**src/rtl/frontend_response_router.sv**
```systemverilog
// Frontend response router: in-order return FIFO from backend to per-core ports.
// Define FRONTEND_WRITE_ACK_EN to deliver write completions (data forced to 0).
`timescale 1ns/1ps
module frontend_response_router #(
  parameter int DATA_W    = 64,
  parameter int DEPTH     = 8,
  parameter int NUM_CORES = 4
) (
  input  logic                       clk,
  input  logic                       rst,
  input  logic                       be_resp_valid,
  output logic                       be_resp_ready,
  input  logic                       be_resp_op,
  input  logic [4:0]                 be_resp_req_id,
  input  logic [1:0]                 be_resp_core_num,
  input  logic [DATA_W-1:0]          be_resp_data,
  output logic [NUM_CORES-1:0]       core_resp_valid,
  input  logic [NUM_CORES-1:0]       core_resp_ready,
  output logic                       core_resp_op,
  output logic [4:0]                 core_resp_req_id,
  output logic [DATA_W-1:0]          core_resp_data,
  output logic [15:0]                resp_count,
  output logic [$clog2(DEPTH):0]     fifo_level
);

  localparam int AW = $clog2(DEPTH);
  localparam int LW = AW + 1;

  logic              mem_op   [DEPTH];
  logic [4:0]        mem_id   [DEPTH];
  logic [1:0]        mem_core [DEPTH];
  logic [DATA_W-1:0] mem_data [DEPTH];

  logic [AW-1:0]     wr_ptr;
  logic [AW-1:0]     rd_ptr;
  logic [LW-1:0]     level;

  logic              out_valid;
  logic [1:0]        out_core;

  logic              keep;
  logic [DATA_W-1:0] in_data;
  logic              accept;
  logic              sel_ready;
  logic              drop;
  logic              fire;
  logic              deliver;
  logic              load;
  logic              fifo_nz;
  logic              pop;
  logic              bypass;
  logic              push;

  // Readiness depends only on the level register.
  assign be_resp_ready = (level != LW'(DEPTH));
  assign fifo_level    = level;
  assign fifo_nz       = (level != '0);

`ifdef FRONTEND_WRITE_ACK_EN
  // Writes travel like reads but carry no data.
  always_comb begin
    keep    = 1'b1;
    in_data = be_resp_op ? be_resp_data : '0;
  end
`else
  // Writes are accepted and silently discarded at the input.
  always_comb begin
    keep    = be_resp_op;
    in_data = be_resp_data;
  end
`endif

  assign accept = be_resp_valid & be_resp_ready & keep;

  // Pick the destination's ready; unknown destinations are dropped.
  always_comb begin
    sel_ready = 1'b0;
    drop      = 1'b1;
    for (int i = 0; i < NUM_CORES; i++) begin
      if (out_core == 2'(i)) begin
        sel_ready = core_resp_ready[i];
        drop      = 1'b0;
      end
    end
  end

  assign fire    = out_valid & (drop | sel_ready);
  assign deliver = out_valid & ~drop & sel_ready;
  assign load    = ~out_valid | fire;
  assign pop     = load & fifo_nz;
  assign bypass  = load & ~fifo_nz & accept;
  assign push    = accept & ~bypass;

  // One-hot valid toward the destination core only.
  always_comb begin
    core_resp_valid = '0;
    for (int i = 0; i < NUM_CORES; i++) begin
      core_resp_valid[i] = out_valid & ~drop & (out_core == 2'(i));
    end
  end

  // FIFO storage needs no reset; occupancy is tracked by level.
  always_ff @(posedge clk) begin
    if (push) begin
      mem_op[wr_ptr]   <= be_resp_op;
      mem_id[wr_ptr]   <= be_resp_req_id;
      mem_core[wr_ptr] <= be_resp_core_num;
      mem_data[wr_ptr] <= in_data;
    end
  end

  // Pointers wrap naturally; level separates full from empty.
  always_ff @(posedge clk or posedge rst) begin
    if (rst) begin
      wr_ptr <= '0;
      rd_ptr <= '0;
      level  <= '0;
    end else begin
      if (push) wr_ptr <= wr_ptr + AW'(1);
      if (pop)  rd_ptr <= rd_ptr + AW'(1);
      unique case ({push, pop})
        2'b10:   level <= level + LW'(1);
        2'b01:   level <= level - LW'(1);
        default: level <= level;
      endcase
    end
  end

  // Output register: FIFO head first, else bypass the input, else go idle.
  always_ff @(posedge clk or posedge rst) begin
    if (rst) begin
      out_valid        <= 1'b0;
      out_core         <= '0;
      core_resp_op     <= 1'b0;
      core_resp_req_id <= '0;
      core_resp_data   <= '0;
    end else if (load) begin
      if (fifo_nz) begin
        out_valid        <= 1'b1;
        out_core         <= mem_core[rd_ptr];
        core_resp_op     <= mem_op[rd_ptr];
        core_resp_req_id <= mem_id[rd_ptr];
        core_resp_data   <= mem_data[rd_ptr];
      end else if (accept) begin
        out_valid        <= 1'b1;
        out_core         <= be_resp_core_num;
        core_resp_op     <= be_resp_op;
        core_resp_req_id <= be_resp_req_id;
        core_resp_data   <= in_data;
      end else begin
        out_valid        <= 1'b0;
      end
    end
  end

  // Count responses actually handed to a core.
  always_ff @(posedge clk or posedge rst) begin
    if (rst) begin
      resp_count <= '0;
    end else if (deliver) begin
      resp_count <= resp_count + 16'd1;
    end
  end

endmodule

```
**config.mk**
```make
export PLATFORM = sky130hd
export DESIGN_NAME = frontend_response_router
export DESIGN_NICKNAME = d
export VERILOG_FILES = /design/src/rtl/frontend_response_router.sv
export SDC_FILE = /design/constraint.sdc
export NUM_CORES = 1
export LEC_CHECK = 0
export ABC_AREA = 1
export CAP_MARGIN = 15
export CORE_MARGIN = 2
export CORE_UTILIZATION = 53
export DETAILED_ROUTE_END_ITERATION = 8
export GPL_ROUTABILITY_DRIVEN = 1
export MAX_ROUTING_LAYER = met4
export PLACE_DENSITY_LB_ADDON = 0.3
export SYNTH_ARGS = -nofsm -noshare
export SYNTH_HDL_FRONTEND = slang
export SYNTH_SLANG_ARGS = --single-unit
```
**constraint.sdc**
```tcl
create_clock -name clk -period 4.5 [get_ports clk]
set_input_delay 0.9 -clock clk [delete_from_list [all_inputs] [get_ports clk]]
set_output_delay 0.9 -clock clk [all_outputs]
set_load 0.02 [all_outputs]
```
==> results of run 1 <==
==> power breakdown <==
part / internal (mW) / total [mW] / switching [mW]
registers: 7.66 / 8.26 / 0.608
logic: 2.59 / 7.67 / 5.08
clock network: 3.39 / 5.75 / 2.37
==> tightest hold or removal path: stages (launching register included) <==
cell and delay [ns]:
dfrtp_1 0.34, nand2_1 0.05, nand2_1 0.05
==> cells in the mapped netlist (all sizes together) <==
cell type	n
a21oi	1
a31oi	1
buf	95
clkbuf	47
dfrtp	99
edfxtp	576
fa	1
ha	6
inv	30
nand2	794
nand3	594
nand3b	2
nand4	5
nor2	27
nor3	6
o21ai	10
or2	72
xnor2	7
xor2	10
==> layer usage <==
layer	up-vias	routed length, um	part of all wire [%]	global-route usage [%]
met3	116	4330	6.9	3.83
met1	8892	26900	43	32.8
met2	683	30500	48	39.1
li1	8579	-	-	-
met5	-	0	0	-
met4	0	1530	2.4	8.79
==> flip-flops by register name (all words and copies together) (netlist names) <==
name and flops:
fifo_level 4, core_resp_data 64, mem_data 512, mem_op 8, mem_core 16, wr_ptr 3, out_core 2, core_resp_op 1
mem_id 40, resp_count 16, rd_ptr 3, out_valid 1, core_resp_req_id 5
==> cell families (layout without fill, tap and decap cells) <==
kind of cell / after synthesis / in the layout / share of synthesized area, %
simple gates: 1500 / 1500 / 24.0
flops: 675 / 675 / 72.1
buf+inv: 172 / 369 / 2.68
xor+xnor: 17 / 17 / 0.543
compound gates: 12 / 12 / 0.265
fa+ha+maj: 7 / 7 / 0.347
other cells: 0 / 4 / 0
==> final timing paths <==
path                               startpoint  cells past startpoint            endpoint
min in group asynchronous                 rst                      2  core_resp_data[19]
min reg2reg                core_resp_data[42]                      2  core_resp_data[42]
min                        core_resp_data[42]                      2  core_resp_data[42]
max                        core_resp_ready[2]                     17       fifo_level[3]
max in group asynchronous                 rst                      3  core_resp_data[44]
max reg2reg                     fifo_level[1]                     15       fifo_level[3]
==> metrics by stage <==
stage	hold WS (ns)	worst slack, ns	std cells
detailed placement	0.465	0.791	3132
floorplan	0.533	-0.587	2383
global placement	0.462	0.802	3132
finish	0.477	1.35	3264
CTS	0.482	1.38	3260
global route	0.505	1.14	3263
==> layout make-up <==
| cell class | instances | area (um^2) | share of cell area, % |
|---|---|---|---|
| multi-input cells | 1536 | 6990 | 21.7 |
| flip-flops and latches | 675 | 19800 | 61.5 |
| repair buffers | 211 | 2140 | 6.65 |
| clock inverters | 40 | 364 | 1.13 |
| inverters | 30 | 126 | 0.393 |
| diodes | 4 | 10.0 | 0.0311 |
| well taps | 680 | 851 | 2.64 |
| clock buffers | 88 | 1920 | 5.97 |
==> flow_summary.yaml, run 1 <==
synthesis:
  synthDistinctLibCells: 25
  avgSynthCellArea_um2: 11.5
  synthCells: 2383
  synthTopCellsByArea: "edfxtp_1, nand2_1, nand3_1"
  synth_top_area_share_pct: 63.1
  synth_top_area_cell: "edfxtp_1"
  synth_seq_cells: 675
  yosysWarnings: 0
  ys_seq_area_share_pct: 72.1
  syn_area_um2: 27400
  synth_nets: 2469
sta:
  max_freq_mhz: 318
  slew_violations: 0
  hold_viol: 0
  rsz0062_at_grt: "false"
  period_minus_slack_ns: 3.15
  max-slew-margin-rel_pct: 28.4
  fin_skew_ns: 0.0211
  tightest_slew_ns: 1.07
  tns_ns: 0
  finalCritPeriodShare_pct: 70.0
  setup_viol: 0
critical_path:
  cp-start-kind: "input pin"
  crit_family: "simple AND/OR/NAND/NOR gates"
  path_common_cell: "nand2_1"
  worstPathArrival_ns: 3.62
  criticalPathCategory: "in -> reg"
  critPathSlowestCell: "clkdlybuf4s50_1"
  cp_max_fo: 9
  crit_path_end_kind: "register"
  required_ns: 4.97
  slowest_delay_ns: 0.46
  crit_buf_inv: 2
  crit_chain: "clkdlybuf4s50_1, nand2_1, nand3_1, nand3_2, nand2_1, nand2_1, nand2_2, ha_1, ha_1, nand2_1, inv_1, o21ai_0, nand2_1, nand2_1, nand2_1, nand2_1, o21ai_0"
  rrSetupSlack_ns: 1.45
floorplan:
  die_w_um: 231
  core-area_um2: 51200
  start_util_pct: 53.6
  fp-row-count: 83
  die_h_um: 231
  ios: 174
  die_area_um2: 53600
flow_run:
  drv_cap: 0
clock_tree:
  cts_setup_buffers: 0
  clk_latency_ns: 0.60
  path_clk_slew_ns: 0.06
  htree_levels: 3
  postCtsHoldBufs: 0
  clockRootBuffer: "clkbuf_16"
  post_cts_resized: 0
  cts_tree: "done"
  clockBufferDepth: 3
  clock_sinks: 675
  cts_buffers: 70
global_routing:
  grt_max_degree: 155
  antenna_found_initial: 3
  overflow: 0
  grtUsageTotal_pct: 24.7
  grt_first_pass_wirelength_um: 100000
  grt_pass1_vias: 18300
detailed_routing:
  wl_um: 63200
  vias_per_cell: 5.60
  drt_drc_violations_left: 0
  wl_per_cell_um: 19.4
  drtPass1Iterations: 5
  drt_iter0_markers: 1763
  postRouteAntennaNets: 0
  vias: 18300
final_layout:
  drive_gt1_share_pct: 9.22
  syn2layout_area_growth_pct: 17.4
  final_nets: 2610
  fillers: 3840
  fin_util_pct: 62.9
  layout_common_cells: "nand2_1, nand3_1, edfxtp_1"
  final_common_cell: "nand2_1"
  final_cell_area_um2: 32200
place:
  place_hpwl_um: 33900
  numPortBuffers: 173
  place_area_um2: 29900
  gp_congestion: 0.812
status:
  status: "finished clean"
power_and_ir_drop:
  p_leak_nw: 12.1
  ir_drop_v: 0.000622
  power_mw: 21.7
  powerDensity_nw_per_um2: 674
hold_path:
  min_path_type: "reg -> reg"
Power figures use the tool's default switching activity.
==> run 2, diff against run 1 <==
==> constraint.sdc (replaced) <==
create_clock -name clk -period 2.85 [get_ports clk]
set_input_delay 0.57 -clock clk [delete_from_list [all_inputs] [get_ports clk]]
set_output_delay 0.57 -clock clk [all_outputs]
set_load 0.02 [all_outputs]
==> run 2 against run 1 <==
- hold slack improved by 0.00059 ns
- global-route usage up 1.0 points
- sequential share of layout area decreased by 1.2 points
==> flow_summary.yaml, run 2 (same netlist as run 1, synthesis figures left out) <==
clock_tree:
  clockBufferDepth: 3
  clockRootBuffer: "clkbuf_16"
  path_clk_slew_ns: 0.06
  clk_latency_ns: 0.60
  cts_tree: "done"
  postCtsHoldBufs: 0
  cts_buffers: 70
  post_cts_resized: 0
  clock_sinks: 675
  htree_levels: 3
  cts_setup_buffers: 0
sta:
  period_minus_slack_ns: 2.77
  slew_violations: 0
  hold_viol: 0
  tightest_slew_ns: 0.817
  timing.final.ws_setup_ns: 0.0775
  max-slew-margin-rel_pct: 45.5
  fin_skew_ns: 0.0187
  max_freq_mhz: 361
  finalCritPeriodShare_pct: 97.3
  tns_ns: 0
  setup_viol: 0
  rsz0062_at_grt: "false"
detailed_routing:
  postRouteAntennaNets: 0
  drt_drc_violations_left: 0
  wl_per_cell_um: 20.0
  vias_per_cell: 5.67
  wl_um: 65900
  drt_iter0_markers: 1875
  drtPass1Iterations: 5
  vias: 18700
place:
  dp.cells: 3164
  place_hpwl_um: 37000
  numPortBuffers: 173
  gp_congestion: 0.822
  place_ws_ns: -0.126
final_layout:
  regMostFlops: "mem_data"
  largest_register_ff_count: 512
  drive_gt1_share_pct: 10.6
  layout_common_cells: "nand2_1, nand3_1, edfxtp_1"
  top_regs: "mem_data: 512 flops, core_resp_data: 64 flops, mem_id: 40 flops"
  final_nets: 2642
  fin_cells: 3297
  final_common_cell: "nand2_1"
  syn2layout_area_growth_pct: 19.8
critical_path:
  slowest_delay_ns: 0.63
  crit_path_end_kind: "primary output"
  rrSetupSlack_ns: 0.29
  criticalPathCategory: "reg -> out"
  r2r-end: "fifo_level[3]"
  required_ns: 2.28
  critPathSlowestCell: "clkdlybuf4s50_1"
  crit_chain: "nor2_2, nand3_1, clkdlybuf4s50_1"
  crit_start: "fifo_level[1]"
  reg2reg_from: "out_core[1]"
  reg2reg_depth: 17
  cp_max_fo: 5
  worstPathArrival_ns: 2.20
  cp-endpoint: "be_resp_ready"
  cp-start-kind: "register"
floorplan:
  fp-row-count: 83
  die_w_um: 231
  die_area_um2: 53600
  start_util_pct: 53.6
  ios: 174
  die_h_um: 231
  core-area_um2: 51200
global_routing:
  overflow: 0
  grt_max_degree: 147
  grt_pass1_vias: 18900
  grt_first_pass_wirelength_um: 104000
  grtUsageTotal_pct: 25.7
  antenna_found_initial: 4
power_and_ir_drop:
  p_leak_nw: 12.3
  power_mw: 35.0
  ir_drop_v: 0.000940
  powerDensity_nw_per_um2: 1070
flow_run:
  drv_cap: 0
status:
  status: "finished clean"
hold_path:
  min_path_type: "reg -> reg"
-- run 2: cell types whose count changed in the layout (fill, tap and decap cells not counted) --
cell	previous run	this run
buf_12	10	39
buf_4	28	31
bufinv_16	6	4
clkbuf_1	11	13
clkbuf_8	4	12
clkinv_1	11	4
clkinv_2	16	9
clkinv_4	0	3
clkinvlp_4	2	6
inv_2	1	2
inv_4	2	1
-- run 2: power breakdown --
| part | internal, mW | switching, mW |
|---|---|---|
| clock network | 5.40 | 3.77 |
| logic | 4.52 | 8.51 |
| registers | 12.1 | 0.694 |
| total | 22.0 | 13.0 |
-- run 2: stage by stage --
step	util [%]	hold WS [ns]	cell area (um^2)
floorplan	-	0.533	27500
global placement	59.6	0.460	30500
detailed placement	59.6	0.465	30500
CTS	64.1	0.481	32800
global route	64.1	0.489	32800
finish	64.1	0.478	32800
-- run 2: final cells by class --
cell class / count / area, um^2
diodes: 4 / 10.0
well taps: 680 / 851
multi-input cells: 1536 / 6990
flip-flops and latches: 675 / 19800
clock inverters: 31 / 297
fillers: 3748 / 18400
inverters: 30 / 126
clock buffers: 98 / 2040
repair buffers: 243 / 2750
-- run 2: per-layer routing --
metal,part of all wire (%),vias to the layer above,GRT usage [%]
met1,41,9150,33.9
li1,-,8656,-
met2,49,782,40.6
met5,0,-,-
met3,8.2,103,4.31
met4,2.5,0,9.44
-- run 2: worst max-delay path, delay by kind of cell (launching register included) --
| kind | cells | cell delay (ns) |
|---|---|---|
| buf+inv | 1 | 0.63 |
| simple gates | 2 | 0.53 |
| flops | 1 | 0.45 |
-- run 2: how the worst min path moves through the flow --
| stage | cells after the start | start | slack (ns) | endpoint |
|---|---|---|---|---|
| after CTS | 2 | core_resp_data[29] | 0.48 | core_resp_data[29] |
| after global routing | 2 | core_resp_data[45] | 0.49 | core_resp_data[45] |
| final | 2 | core_resp_data[45] | 0.48 | core_resp_data[45] |
| after floorplan | 2 | out_core[0] | 0.53 | out_core[0] |
| after global placement | 2 | core_resp_req_id[2] | 0.46 | core_resp_req_id[2] |
| after detailed placement | 2 | core_resp_req_id[3] | 0.46 | core_resp_req_id[3] |
